`src/rtl/ibex_trace_buffer_pkg.sv`:
```
// Shared types for the RVFI retirement trace buffer: trace modes and the stored record layout.
package ibex_trace_buffer_pkg;

  typedef enum logic [1:0] {
    TRACE_OFF  = 2'd0,
    TRACE_ALL  = 2'd1,
    TRACE_FLOW = 2'd2,
    TRACE_TRAP = 2'd3
  } trace_mode_e;

  localparam int unsigned TRACE_REC_W = 103;

  typedef struct packed {
    logic        gap;
    logic        trap;
    logic [4:0]  rd_addr;
    logic [31:0] rd_wdata;
    logic [31:0] insn;
    logic [31:0] pc;
  } trace_rec_t;

endpackage

```
`src/rtl/ibex_trace_buffer_fifo.sv`:
```
// Generic Depth x Width circular FIFO with flush and overwrite-oldest support.
module ibex_trace_buffer_fifo #(
  parameter int unsigned Depth  = 16,
  parameter int unsigned Width  = 8,
  localparam int unsigned LevelW = $clog2(Depth + 1)
) (
  input  logic              clk,
  input  logic              rst_n,
  input  logic              flush,
  input  logic              push,
  input  logic              pop,
  input  logic              overwrite,
  input  logic [Width-1:0]  wdata,
  output logic [Width-1:0]  rdata,
  output logic [LevelW-1:0] level
);

  localparam int unsigned PtrW = $clog2(Depth);

  logic [Width-1:0] mem [Depth];
  logic [PtrW-1:0]  rptr;
  logic [PtrW-1:0]  wptr;

  // Storage is not reset; the head is only observed while level is non-zero.
  always_ff @(posedge clk) begin
    if (push && !flush) begin
      mem[wptr] <= wdata;
    end
  end

  always_ff @(posedge clk) begin
    if (!rst_n) begin
      rptr  <= '0;
      wptr  <= '0;
      level <= '0;
    end else if (flush) begin
      rptr  <= '0;
      wptr  <= '0;
      level <= '0;
    end else begin
      if (push) begin
        wptr <= wptr + PtrW'(1);
      end
      // Overwrite retires the oldest entry without a consumer pop.
      if (pop || overwrite) begin
        rptr <= rptr + PtrW'(1);
      end
      if (push && !pop && !overwrite) begin
        level <= level + LevelW'(1);
      end else if (pop && !push) begin
        level <= level - LevelW'(1);
      end
    end
  end

  assign rdata = mem[rptr];

endmodule

```
`src/rtl/ibex_trace_buffer.sv`:
```
// RVFI retirement capture buffer: mode filter, drop policy, gap marking and valid/ready output.
module ibex_trace_buffer
  import ibex_trace_buffer_pkg::*;
#(
  parameter int unsigned Depth      = 16,
  parameter bit          DropOldest = 1'b0,
  parameter int unsigned DropCntW   = 16,
  localparam int unsigned LevelW    = $clog2(Depth + 1)
) (
  input  logic                clk_i,
  input  logic                rst_ni,
  input  logic [1:0]          trace_mode_i,
  input  logic                flush_i,
  input  logic                drop_cnt_clr_i,
  input  logic                rvfi_valid_i,
  input  logic [31:0]         rvfi_pc_rdata_i,
  input  logic [31:0]         rvfi_pc_wdata_i,
  input  logic [31:0]         rvfi_insn_i,
  input  logic                rvfi_trap_i,
  input  logic [4:0]          rvfi_rd_addr_i,
  input  logic [31:0]         rvfi_rd_wdata_i,
  output logic                trace_valid_o,
  input  logic                trace_ready_i,
  output trace_rec_t          trace_rec_o,
  output logic [LevelW-1:0]   level_o,
  output logic                full_o,
  output logic [DropCntW-1:0] drop_cnt_o
);

  trace_mode_e         mode_c;
  logic                hit_c;
  logic                push_c;
  logic                pop_c;
  logic                drop_c;
  logic                accept_c;
  logic                overwrite_c;
  logic                valid_c;
  logic                full_c;
  trace_rec_t          wrec_c;
  trace_rec_t          head;
  logic [LevelW-1:0]   level;
  logic [31:0]         prev_pc_q;
  logic                prev_valid_q;
  logic                gap_q;
  logic [DropCntW-1:0] drop_cnt_q;

  assign mode_c = trace_mode_e'(trace_mode_i);

  always_comb begin
    hit_c = 1'b0;
    if (rvfi_valid_i) begin
      case (mode_c)
        TRACE_ALL:  hit_c = 1'b1;
        TRACE_TRAP: hit_c = rvfi_trap_i;
        TRACE_FLOW: hit_c = rvfi_trap_i || !prev_valid_q || (rvfi_pc_rdata_i != prev_pc_q);
        default:    hit_c = 1'b0;
      endcase
    end
  end

  assign valid_c     = (level != '0);
  assign full_c      = (level == LevelW'(Depth));
  assign push_c      = hit_c && !flush_i;
  assign pop_c       = valid_c && trace_ready_i;
  assign drop_c      = push_c && full_c && !pop_c;
  assign accept_c    = push_c && (!drop_c || DropOldest);
  assign overwrite_c = drop_c && DropOldest;

  // With overwrite the displacing record itself carries the gap marker.
  always_comb begin
    wrec_c          = '0;
    wrec_c.gap      = gap_q || drop_c;
    wrec_c.trap     = rvfi_trap_i;
    wrec_c.rd_addr  = rvfi_rd_addr_i;
    wrec_c.rd_wdata = rvfi_rd_wdata_i;
    wrec_c.insn     = rvfi_insn_i;
    wrec_c.pc       = rvfi_pc_rdata_i;
  end

  ibex_trace_buffer_fifo #(
    .Depth (Depth),
    .Width (TRACE_REC_W)
  ) u_fifo (
    .clk       (clk_i),
    .rst_n     (rst_ni),
    .flush     (flush_i),
    .push      (accept_c),
    .pop       (pop_c),
    .overwrite (overwrite_c),
    .wdata     (wrec_c),
    .rdata     (head),
    .level     (level)
  );

  always_ff @(posedge clk_i) begin
    if (!rst_ni) begin
      prev_pc_q    <= '0;
      prev_valid_q <= 1'b0;
      gap_q        <= 1'b0;
      drop_cnt_q   <= '0;
    end else begin
      // Flow tracking follows every retirement, filtered or not.
      if (rvfi_valid_i) begin
        prev_pc_q    <= rvfi_pc_wdata_i;
        prev_valid_q <= 1'b1;
      end
      if (flush_i || accept_c) begin
        gap_q <= 1'b0;
      end else if (drop_c) begin
        gap_q <= 1'b1;
      end
      if (drop_cnt_clr_i) begin
        drop_cnt_q <= drop_c ? DropCntW'(1) : '0;
      end else if (drop_c && (drop_cnt_q != '1)) begin
        drop_cnt_q <= drop_cnt_q + DropCntW'(1);
      end
    end
  end

  assign trace_valid_o = valid_c;
  assign trace_rec_o   = valid_c ? head : '0;
  assign level_o       = level;
  assign full_o        = full_c;
  assign drop_cnt_o    = drop_cnt_q;

endmodule

```
`config.mk`:
```
export PLATFORM = sky130hd
export DESIGN_NAME = ibex_trace_buffer
export DESIGN_NICKNAME = d
export VERILOG_FILES = /design/src/rtl/ibex_trace_buffer_pkg.sv /design/src/rtl/ibex_trace_buffer_fifo.sv /design/src/rtl/ibex_trace_buffer.sv
export SDC_FILE = /design/constraint.sdc
export NUM_CORES = 1
export LEC_CHECK = 0
export BUFFER_PORTS_ARGS = -buffer_cell sky130_fd_sc_hd__clkbuf_2
export CORE_ASPECT_RATIO = 0.9
export CORE_MARGIN = 3
export CORE_UTILIZATION = 25
export CTS_CLUSTER_DIAMETER = 200
export CTS_CLUSTER_SIZE = 20
export DETAILED_ROUTE_END_ITERATION = 10
export PLACE_DENSITY = 0.39
export SYNTH_ARGS = -nofsm -noshare
export SYNTH_HDL_FRONTEND = slang
export SYNTH_SLANG_ARGS = --single-unit
```
`constraint.sdc`:
```
create_clock -name clk_i -period 12.4 [get_ports clk_i]
set_input_delay 1.86 -clock clk_i [delete_from_list [all_inputs] [get_ports clk_i]]
set_output_delay 1.86 -clock clk_i [all_outputs]
set_load 0.02 [all_outputs]
```
==> impl_metrics.tcl, run 1 <==
set metrics [dict create \
    outcome "finished clean" \
    tns_ps 0 \
    cts_max_level 3 \
    ys.flop_type "edfxtp_1" \
    p_per_area_nw_per_um2 142 \
    crit_fanout 95 \
    fin_cells 6559 \
    cts-hold-fix-buffers 0 \
    avgViaCountPerCell 4.51 \
    worstSetupPathType "reg2out" \
    cts_tree "built" \
    maxSlewHeadroom 0.156 \
    ys_types 53 \
    grt_max_degree 114 \
    synth_most_common_cell "edfxtp_1" \
    wl_um 182000 \
    antenna_left 0 \
    coreArea_sq_um 260000 \
    seq_area_frac_synth 0.773 \
    hpwl_um 99500 \
    maxCapViolCount 0 \
    syn_inst 2763 \
    synth-edff-count 1648 \
    drt_iter0_markers 2658 \
    gr-usage-all-layers 0.134 \
    hold_violations 0 \
    crit_arrival_ps 5030 \
    tightest_slew_ps 1260 \
    r2r_cells 9 \
    synth_common_cells "edfxtp_1 (1,648), mux4_2 (515), and2_1 (104)" \
    worst_ep_required_time_ps 10540 \
    cellLeakagePower_nw 21.8 \
    fin_skew_ps 97.4 \
    synth_area_leaders "edfxtp_1 (75%), mux4_2 (18%), dfxtp_1 (2.0%)" \
    crit_end "trace_rec_o[31]" \
    setup_viol 0 \
    portBuffers 267 \
    via_count 29600 \
    synth_top_area_frac 0.753 \
    hp-class "reg2reg" \
    first_pass_iters 5 \
    irDropWorstVdd_v 0.000127 \
    layout_min_cycle_time_ps 6890 \
    slew_violations 0 \
    crit_path_end_kind "primary output" \
    cts_resized 0 \
    gp_congestion 0.696 \
    grt_pass1_vias 31400 \
    clk_path_buf_depth 3 \
    cts-root-buf "clkbuf_16" \
    clk_latency_ps 790 \
    wire_per_inst_um 27.8 \
    yosys.area.top_type "edfxtp_1" \
    die_h_um 492 \
    yosysWarnings 0 \
    placementRows 177 \
    antenna_found_initial 33 \
    postCtsSetupRepairBufs 0 \
    r2r-end "u_fifo.mem[2][56]" \
    ys_ff_latch 1715 \
    start_kind "register" \
    rrSetupSlack_ps 7430 \
    syn_to_final_growth_pct 12.7 \
    fp.dieArea_sq_um 269000 \
    rsz0062_at_grt "false" \
    clock_sinks 1715 \
    rr_startpoint "prev_pc_q[3]" \
    die_w_um 546 \
    syn-cell-area_sq_um 65700 \
    numCtsBuffers 95 \
    num_io_pins 268 \
    max_freq_ghz 0.145 \
    synthArstFlopShare 0 \
    nets 3189 \
    overflow 0 \
    drcViolationCount 0 \
    initial_utilization 0.253 \
    finalCritPeriodShare 0.555 \
    grt_pass1_wl_um 257000 \
    synth_area_per_cell_sq_um 23.8 \
    cts.clk_slew.worst_paths_ps 90 \
    place_inst 6429 \
    synth_fp_nets 2916 \
    drive_above_1_share 0.318 \
]
## kinds of logic after synthesis
group | share of synthesized area
AND/OR/NAND/NOR | 0.0231
AO/OA/AOI/OAI | 0.00407
multiplexers | 0.182
adder cells (fa/ha/maj) | 0.00221
XOR/XNOR | 0.00573
buffers and inverters | 0.00986
flip-flops | 0.773
## cell type report
| cell class | instances | area (sq um) |
|---|---|---|
| fill | 25500 | 186000 |
| clock buffer | 115 | 2470 |
| antenna | 8 | 20.0 |
| clock inverter | 7 | 120 |
| multi-input combinational | 899 | 14400 |
| inverter | 8 | 30.0 |
| timing repair buffer | 317 | 1850 |
| tap | 3490 | 4370 |
| sequential | 1715 | 50800 |
## placed cells by master, fill, tap and decap left out, types with 3 or more instances in the layout
cell type  count
and2_1       104
a21oi_1       18
clkbuf_1      19
nand2_1       20
nor2b_1       34
clkbuf_2     267
or3b_1         4
nor3_2         4
nor2_4        12
nand3_1        9
dfxtp_1       63
o41ai_1        4
xnor2_1        6
nor3_1         4
or4_1          4
buf_12        11
nor2_1        22
diode_2        8
dfxtp_4        4
buf_4         39
xor2_1        37
or3_1          5
o21a_1         3
o21ai_0        3
o21ai_1        3
nor4_1         7
nand2b_1       5
inv_1          8
ha_1          10
edfxtp_1    1648
mux4_2       515
mux2i_1       34
clkbuf_16     96
## power by group
group          internal, W  switching [W]
Clock              0.00142        0.00186
Sequential         0.00636      0.0000190
Combinational     0.000301       0.000536
Total              0.00808        0.00242
## per-stage QoR
stage	area [sq um]	utilization	total power (W)	hold WS [ps]	setup slack (ps)
2_1_floorplan	65700	-	0.00699	433	1740
3_3_place_gp	71500	0.275	0.00739	445	5650
3_5_place_dp	71500	0.275	0.00739	450	5550
4_1_cts	74000	0.285	0.0107	473	5220
5_1_grt	74100	0.285	0.0109	504	5050
6_report	74100	0.285	0.0105	471	5510
## sequential cells by signal, summed over array words and instances (netlist names), named ones only
register,flops
prev_pc_q,32
prev_valid_q,1
gap_q,1
drop_cnt_o,16
u_fifo.wptr,4
u_fifo.rptr,4
u_fifo.level,5
u_fifo.mem,1648
## critical path, stage by stage (launching register included)
cell and delay (ps):
dfxtp_4 870, buf_12 670, buf_4 830, mux4_2 620, mux4_2 560, and2_1 210, clkbuf_2 160
## layer usage
| metal | part of all wire | vias up | GRT usage |
|---|---|---|---|
| li1 | - | 12200 | - |
| met4 | 0.014 | 2 | 0.0206 |
| met3 | 0.048 | 140 | 0.0247 |
| met1 | 0.49 | 16600 | 0.203 |
| met2 | 0.45 | 634 | 0.203 |
| met5 | 0.000071 | - | 0 |
## worst min path at each step
stage	startpoint	end	slack (ps)	depth (start not counted)
2_1_floorplan	prev_valid_q	prev_valid_q	430	1
3_3_place_gp	gap_q	gap_q	450	1
3_5_place_dp	gap_q	gap_q	450	1
4_1_cts	gap_q	gap_q	470	1
5_1_grt	gap_q	gap_q	500	1
6_report	gap_q	gap_q	470	1
No activity file was read; power rests on OpenSTA's default activity.
==> run 2, diff against run 1 <==
==> constraint.sdc (replaced) <==
create_clock -name clk_i -period 6.9 [get_ports clk_i]
set_input_delay 1.035 -clock clk_i [delete_from_list [all_inputs] [get_ports clk_i]]
set_output_delay 1.035 -clock clk_i [all_outputs]
set_load 0.02 [all_outputs]
==> run 2 against run 1 <==
- combinational power up 76%
- critical path type unchanged
- sequential share of layout area shrank 0.34 points
- register-to-register slack got worse by 4300 ps
- clock power up 78%
==> impl_metrics.tcl, run 2 (same netlist as run 1, synthesis figures left out) <==
set metrics [dict create \
    start_kind "register" \
    overflow 0 \
    cts-root-buf "clkbuf_16" \
    clk_path_buf_depth 3 \
    maxSlewHeadroom 0.329 \
    hp-class "reg2reg" \
    critPathBufInv 2 \
    place_inst 6441 \
    first_pass_iters 5 \
    fin_cells 6562 \
    final_common_cell "edfxtp_1" \
    cp_cell_sequence "buf_12, mux4_2, mux4_2, and2_1, clkbuf_2" \
    clock_sinks 1715 \
    wire_per_inst_um 27.5 \
    outcome "finished clean" \
    via_count 29200 \
    syn_to_final_growth_pct 13.3 \
    wl_um 180000 \
    postCtsSetupRepairBufs 0 \
    cpPeakStageDelay_ps 870 \
    layout_min_cycle_time_ps 4980 \
    tightest_slew_ps 1010 \
    finalCritPeriodShare 0.722 \
    drive_above_1_share 0.321 \
    irDropWorstVdd_v 0.000184 \
    crit_family "multiplexers" \
    num-fill-cells 25500 \
    crit_path_end_kind "primary output" \
    multi_input_area_sq_um 14400 \
    numCtsBuffers 95 \
    drt_iter0_markers 2349 \
    cts_max_level 3 \
    crit_fanout 63 \
    total_power_w 0.0188 \
    coreArea_sq_um 260000 \
    worst_path_max_delay_cell "dfxtp_4" \
    fin_skew_ps 33.2 \
    regMostFlops "u_fifo.mem" \
    hold_violations 0 \
    rsz0062_at_grt "false" \
    grt_pass1_vias 31500 \
    portBuffers 267 \
    die_w_um 546 \
    pre_cts_slack_ps 1980 \
    largest_reg_flops 1648 \
    gp_congestion 0.685 \
    p_per_area_nw_per_um2 252 \
    maxCapViolCount 0 \
    placed_cell_area_sq_um 71900 \
    grt_pass1_wl_um 255000 \
    num_io_pins 268 \
    hpwl_um 99700 \
    cts_tree "built" \
    cts.clk_slew.worst_paths_ps 90 \
    die_h_um 492 \
    drcViolationCount 0 \
    cellLeakagePower_nw 21.9 \
    regArea_sq_um 50800 \
    setup_viol 0 \
    grt_max_degree 104 \
    clk_latency_ps 740 \
    max_freq_ghz 0.201 \
    final_cell_area_sq_um 74400 \
    worst_ep_required_time_ps 5860 \
    cts_resized 0 \
    gr-usage-all-layers 0.132 \
    placementRows 177 \
    cts-hold-fix-buffers 0 \
    cp_common_cell "mux4_2" \
    layout_common_cells "edfxtp_1 (1,648), mux4_2 (515), clkbuf_2 (267)" \
    worstSetupPathType "reg2out" \
    initial_utilization 0.253 \
    antenna_found_initial 32 \
    crit_arrival_ps 3940 \
    slew_violations 0 \
    nets 3201 \
    fp.dieArea_sq_um 269000 \
    avgViaCountPerCell 4.45 \
    antenna_left 0 \
    finalWorstSetupSlack_ps 1920 \
]
## run 2: per-layer routing
layer,up-vias,global-route usage,share of wire
met4,6,0.0221,0.016
li1,12200,-,-
met1,16200,0.194,0.47
met5,-,0,0.00018
met2,629,0.206,0.46
met3,158,0.0250,0.052
## run 2: area by class of cell
| cell class | count | area share |
|---|---|---|
| sequential | 1715 | 0.683 |
| multi-input combinational | 899 | 0.193 |
| tap | 3490 | 0.0587 |
| clock buffer | 104 | 0.0324 |
| timing repair buffer | 329 | 0.0299 |
| clock inverter | 8 | 0.00202 |
| inverter | 8 | 0.000403 |
| antenna | 9 | 0.000303 |
## run 2: path summary, 6_finish.rpt
kind	start	slack, ps	cells after the start	endpoint
worst min-delay path	prev_valid_q	470	1	prev_valid_q
worst max register to register	prev_pc_q[25]	3160	8	u_fifo.mem[9][78]
worst max-delay path	register	1920	5	trace_rec_o[65]
worst min register to register	prev_valid_q	470	1	prev_valid_q
## run 2: metrics by stage
step,util,hold slack (ps),TNS [ps]
after floorplan,-,433,-200070
after global placement,0.276,441,0
after detailed placement,0.276,447,0
after CTS,0.286,457,0
after global routing,0.286,489,0
final,0.286,466,0
## run 2: power by group
group / switching, W / total (W) / internal, W
clock: 0.00334 / 0.00585 / 0.00251
sequential: 0.0000343 / 0.0115 / 0.0114
combinational: 0.000921 / 0.00147 / 0.000553
